==> src/rtl/prog_loader.sv <==
// Byte-stream program loader: packs byte pairs into RAM words at consecutive
// addresses and holds the CPU in reset until done. Optional PROG_LOADER_CHECKSUM_EN.
module prog_loader #(
  parameter int ADDR_W = 8,
  parameter int WORD_W = 16
) (
  input  logic              clk,
  input  logic              rst,
  input  logic              go,
  input  logic [ADDR_W-1:0] start_addr,
  input  logic              in_valid,
  input  logic [7:0]        in_byte,
  input  logic              in_last,
  output logic              in_ready,
  output logic              ram_w_en,
  output logic [ADDR_W-1:0] ram_w_addr,
  output logic [WORD_W-1:0] ram_w_data,
  output logic              cpu_hold,
  output logic              done,
  output logic              ovf,
  output logic [ADDR_W:0]   word_count,
  output logic              err
);

  localparam int CNT_W = ADDR_W + 1;

  typedef enum logic [2:0] {
    S_IDLE,
    S_LO,
    S_HI,
    S_WR,
`ifdef PROG_LOADER_CHECKSUM_EN
    S_CHK,
`endif
    S_DONE
  } state_t;

  state_t              state_q, state_d;
  logic [ADDR_W-1:0]   addr_q, addr_d;
  logic [7:0]          lo_q, lo_d;
  logic                last_q, last_d;
  logic [ADDR_W-1:0]   w_addr_q, w_addr_d;
  logic [WORD_W-1:0]   w_data_q, w_data_d;
  logic [CNT_W-1:0]    wc_q, wc_d;
  logic                ovf_q, ovf_d;
  logic                xfer;
`ifdef PROG_LOADER_CHECKSUM_EN
  logic [7:0]          csum_q, csum_d;
  logic                err_q, err_d;
`endif

  // NOTE: sequential state uses <= so every register sees pre-edge values.
  always_ff @(posedge clk) begin
    if (rst) begin
      state_q  <= S_IDLE;
      addr_q   <= '0;
      lo_q     <= '0;
      last_q   <= 1'b0;
      w_addr_q <= '0;
      w_data_q <= '0;
      wc_q     <= '0;
      ovf_q    <= 1'b0;
`ifdef PROG_LOADER_CHECKSUM_EN
      csum_q   <= '0;
      err_q    <= 1'b0;
`endif
    end else begin
      state_q  <= state_d;
      addr_q   <= addr_d;
      lo_q     <= lo_d;
      last_q   <= last_d;
      w_addr_q <= w_addr_d;
      w_data_q <= w_data_d;
      wc_q     <= wc_d;
      ovf_q    <= ovf_d;
`ifdef PROG_LOADER_CHECKSUM_EN
      csum_q   <= csum_d;
      err_q    <= err_d;
`endif
    end
  end

  // Handshake is a pure decode of the state register; in_valid never feeds in_ready.
`ifdef PROG_LOADER_CHECKSUM_EN
  assign in_ready = (state_q == S_LO) || (state_q == S_HI) || (state_q == S_CHK);
`else
  assign in_ready = (state_q == S_LO) || (state_q == S_HI);
`endif
  assign xfer = in_valid && in_ready;

  // NOTE: every _d gets a default first so no path leaves a latch behind.
  always_comb begin
    state_d  = state_q;
    addr_d   = addr_q;
    lo_d     = lo_q;
    last_d   = last_q;
    w_addr_d = w_addr_q;
    w_data_d = w_data_q;
    wc_d     = wc_q;
    ovf_d    = ovf_q;
`ifdef PROG_LOADER_CHECKSUM_EN
    csum_d   = csum_q;
    err_d    = err_q;
`endif
    case (state_q)
      S_IDLE, S_DONE: begin
        if (go) begin
          state_d = S_LO;
          addr_d  = start_addr;
          wc_d    = '0;
          ovf_d   = 1'b0;
`ifdef PROG_LOADER_CHECKSUM_EN
          csum_d  = '0;
          err_d   = 1'b0;
`endif
        end
      end
      S_LO: begin
        if (xfer) begin
          lo_d = in_byte;
`ifdef PROG_LOADER_CHECKSUM_EN
          csum_d = csum_q ^ in_byte;
`endif
          if (in_last) begin
            w_data_d = {8'h00, in_byte};
            w_addr_d = addr_q;
            last_d   = 1'b1;
            state_d  = S_WR;
          end else begin
            last_d  = 1'b0;
            state_d = S_HI;
          end
        end
      end
      S_HI: begin
        if (xfer) begin
          w_data_d = {in_byte, lo_q};
          w_addr_d = addr_q;
          last_d   = in_last;
          state_d  = S_WR;
`ifdef PROG_LOADER_CHECKSUM_EN
          csum_d   = csum_q ^ in_byte;
`endif
        end
      end
      S_WR: begin
        wc_d = wc_q + CNT_W'(1);
        if (last_q) begin
`ifdef PROG_LOADER_CHECKSUM_EN
          state_d = S_CHK;
`else
          state_d = S_DONE;
`endif
        end else if (addr_q == {ADDR_W{1'b1}}) begin
          // Address never wraps: a full RAM ends the load with overflow.
          ovf_d   = 1'b1;
          state_d = S_DONE;
        end else begin
          addr_d  = addr_q + ADDR_W'(1);
          state_d = S_LO;
        end
      end
`ifdef PROG_LOADER_CHECKSUM_EN
      S_CHK: begin
        if (xfer) begin
          err_d   = (in_byte != csum_q);
          state_d = S_DONE;
        end
      end
`endif
      default: state_d = S_IDLE;
    endcase
  end

  assign ram_w_en   = (state_q == S_WR);
  assign ram_w_addr = w_addr_q;
  assign ram_w_data = w_data_q;
  assign cpu_hold   = (state_q != S_DONE);
  assign done       = (state_q == S_DONE);
  assign ovf        = ovf_q;
  assign word_count = wc_q;
`ifdef PROG_LOADER_CHECKSUM_EN
  assign err        = err_q;
`else
  assign err        = 1'b0;
`endif

endmodule
==> config.mk <==
export PLATFORM = sky130hd
export DESIGN_NAME = prog_loader
export DESIGN_NICKNAME = d
export VERILOG_FILES = /design/src/rtl/prog_loader.sv
export SDC_FILE = /design/constraint.sdc
export NUM_CORES = 1
export LEC_CHECK = 0
export BUFFER_PORTS_ARGS = -buffer_cell sky130_fd_sc_hd__buf_2
export CAP_MARGIN = 10
export CORE_ASPECT_RATIO = 1.2
export CORE_MARGIN = 3
export CORE_UTILIZATION = 35
export DETAILED_ROUTE_END_ITERATION = 8
export HOLD_SLACK_MARGIN = 0.06
export MAX_ROUTING_LAYER = met4
export SYNTH_ARGS = -nofsm -noshare
export SYNTH_HDL_FRONTEND = slang
export SYNTH_SLANG_ARGS = --single-unit
export TNS_END_PERCENT = 10
==> constraint.sdc <==
create_clock -name clk -period 2.1 [get_ports clk]
set_clock_uncertainty 0.1 [all_clocks]
set_input_delay 0.105 -clock clk [delete_from_list [all_inputs] [get_ports clk]]
set_output_delay 0.105 -clock clk [all_outputs]
set_load 0.05 [all_outputs]
==> flow_summary.json <==
{
  "final_common_cell": "buf_2",
  "synth_top_flop_cell": "dfxtp_1",
  "grt_overflow": 0,
  "power_w": 0.00239,
  "drcViolationCount": 0,
  "first_pass_iters": 4,
  "fmax_mhz": 503,
  "wl_per_cell_um": 15.1,
  "clock_sinks": 54,
  "worst_ir_drop_vdd_v": 0.000377,
  "cp_max_fo": 6,
  "layout_common_cells": "58 x buf_2, 53 x dfxtp_1, 39 x a21oi_1, 22 x nor2_1, 20 x nand3_1",
  "utilization_pct": 44.8,
  "clockRootBuffer": "clkbuf_8",
  "cp.required_ns": 2.22,
  "nets": 387,
  "fin_ws_ns": 0.111,
  "cap_violations": 0,
  "antenna_cells": 0,
  "slew-limit-headroom_pct": 67.0,
  "drv_slew": 0,
  "syn-num-nets": 318,
  "io_pins": 60,
  "status": "completed",
  "synth-edff-count": 0,
  "clockBufferDepth": 2,
  "synth_seq_cells": 54,
  "grt_pass1_wl_um": 11300,
  "die_h_um": 101,
  "insertion_delay_ns": 0.33,
  "grt_max_degree": 58,
  "finalWirelength_um": 6860,
  "critPathKind": "register to register",
  "globalplace.congestion": 0.872,
  "htreeDepth": 2,
  "crit_path_end_kind": "register",
  "synth.avg_cell_area_um2": 8.95,
  "via_per_inst": 5.33,
  "antenna_found_initial": 0,
  "fin_cells": 455,
  "cp.arrival_ns": 2.10,
  "placed_cells": 430,
  "fin_crit_ns": 1.99,
  "final_antenna_net_count": 0,
  "ys_types": 56,
  "finalCritPeriodShare_pct": 94.7,
  "core_area_um2": 7270,
  "die_w_um": 85.3,
  "seq_area_frac_synth_pct": 40.9,
  "async_flop_share_pct": 0,
  "area_growth_pct": 23.5,
  "power_density_nw_per_um2": 733,
  "hold_viol": 0,
  "grt_pass1_vias": 2384,
  "drive_above_1_share_pct": 28.2,
  "hpwl_um": 4630,
  "numCtsBuffers": 5,
  "hold_class": "primary input to register",
  "p_leak_nw": 1.37,
  "netlist_area_um2": 2640,
  "syn_inst": 295,
  "drt_iter0_markers": 124,
  "grt_usage_pct": 16.5,
  "start_kind": "register",
  "start_util_pct": 36.3,
  "tns_ns": 0,
  "clkTransAtPathRegs_ns": 0.11,
  "pre_cts_ws_ns": 0.228,
  "rsz0062_at_grt": "false",
  "setup_violations": 0,
  "ys_warn_count": 0,
  "tritoncts": "done",
  "die_area_um2": 8630,
  "placementRows": 34,
  "port-buffer-count": 58,
  "via_count": 2426,
  "tightest_slew_ns": 0.493
}
[cell usage after synthesis, types with 6 or more instances]
cell type	count	share of area, %
o22ai_1	6	1.4
o21ai_1	10	1.9
inv_1	6	0.85
dfxtp_1	54	41
a211oi_1	6	1.7
nand2_1	15	2.1
o21ai_0	12	2.3
a21oi_1	39	7.4
nand3_1	20	3.8
clkbuf_1	10	1.4
mux2i_1	16	6.1
nor2_1	22	3.1
[cell families (layout without fill, tap and decap cells)]
kind of cell / Yosys count / in the layout / synth area share (%)
flops: 54 / 54 / 40.9
compound gates: 100 / 100 / 24.6
mux: 18 / 18 / 6.92
buf+inv: 32 / 102 / 7.01
xor+xnor: 1 / 1 / 0.616
simple gates: 87 / 87 / 18.8
other cells: 1 / 1 / 0.142
fa+ha+maj: 2 / 2 / 0.948
[worst paths after layout]
kind / start / to / slack, ns / cells past startpoint
max: addr_q[0]$_SDFFE_PP0P_ / addr_q[0]$_SDFFE_PP0P_ / 0.11 / 5
min: start_addr[4] / addr_q[4]$_SDFFE_PP0P_ / 0.1 / 3
max reg2reg: addr_q[0]$_SDFFE_PP0P_ / addr_q[0]$_SDFFE_PP0P_ / 0.11 / 5
min reg2reg: ram_w_addr[3]$_SDFFE_PP0P_ / ram_w_addr[3]$_SDFFE_PP0P_ / 0.39 / 2
[cell type report]
class	instances	area [um^2]
Clock buffer	5	68.8
Clock inverter	3	28.8
Fill cell	757	4020
Inverter	7	28.8
Multi-Input combinational cell	209	1380
Sequential cell	54	1080
Tap cell	90	113
Timing Repair Buffer	87	558
[flip-flops by register name (all words and copies together) (netlist names)]
signal,flops
addr_q,8
state_q,3
word_count,9
ovf,1
ram_w_addr,8
lo_q,8
ram_w_data,16
last_q,1
[metal layers]
metal	global-route usage, %	vias to the layer above	part of all wire (%)
li1	-	1221	-
met1	20.2	1138	45
met2	27.8	58	49
met3	3.25	9	4.7
met4	4.63	0	1.3
met5	-	-	0
[metrics by stage]
step | cell area, um^2 | hold WS (ns)
floorplan | 2640 | 0.152
global placement | 3000 | 0.278
detailed placement | 3000 | 0.287
CTS | 3240 | 0.109
global route | 3260 | 0.121
finish | 3260 | 0.0984
[power by group]
part           leakage [nW]  switching, W  total (W)  internal [W]
logic                 0.879      0.000382   0.000589      0.000207
registers             0.439     0.0000624    0.00115       0.00109
clock network        0.0506      0.000398   0.000649      0.000251
total                  1.37      0.000842    0.00239       0.00155
[repair_timing]
action	CTS	global route
endpoints found under the hold margin	29	0
buffers inserted	0	2
setup endpoints to repair	0	1
hold buffers	15	0
gates resized for setup	0	1
[worst max-delay path, stage by stage (launching register included)]
cell,delay [ns]
dfxtp_1,0.36
ha_1,0.24
and4_1,0.30
a211oi_4,0.36
o22ai_1,0.14
a221oi_1,0.39
Power figures use the tool's default switching activity.
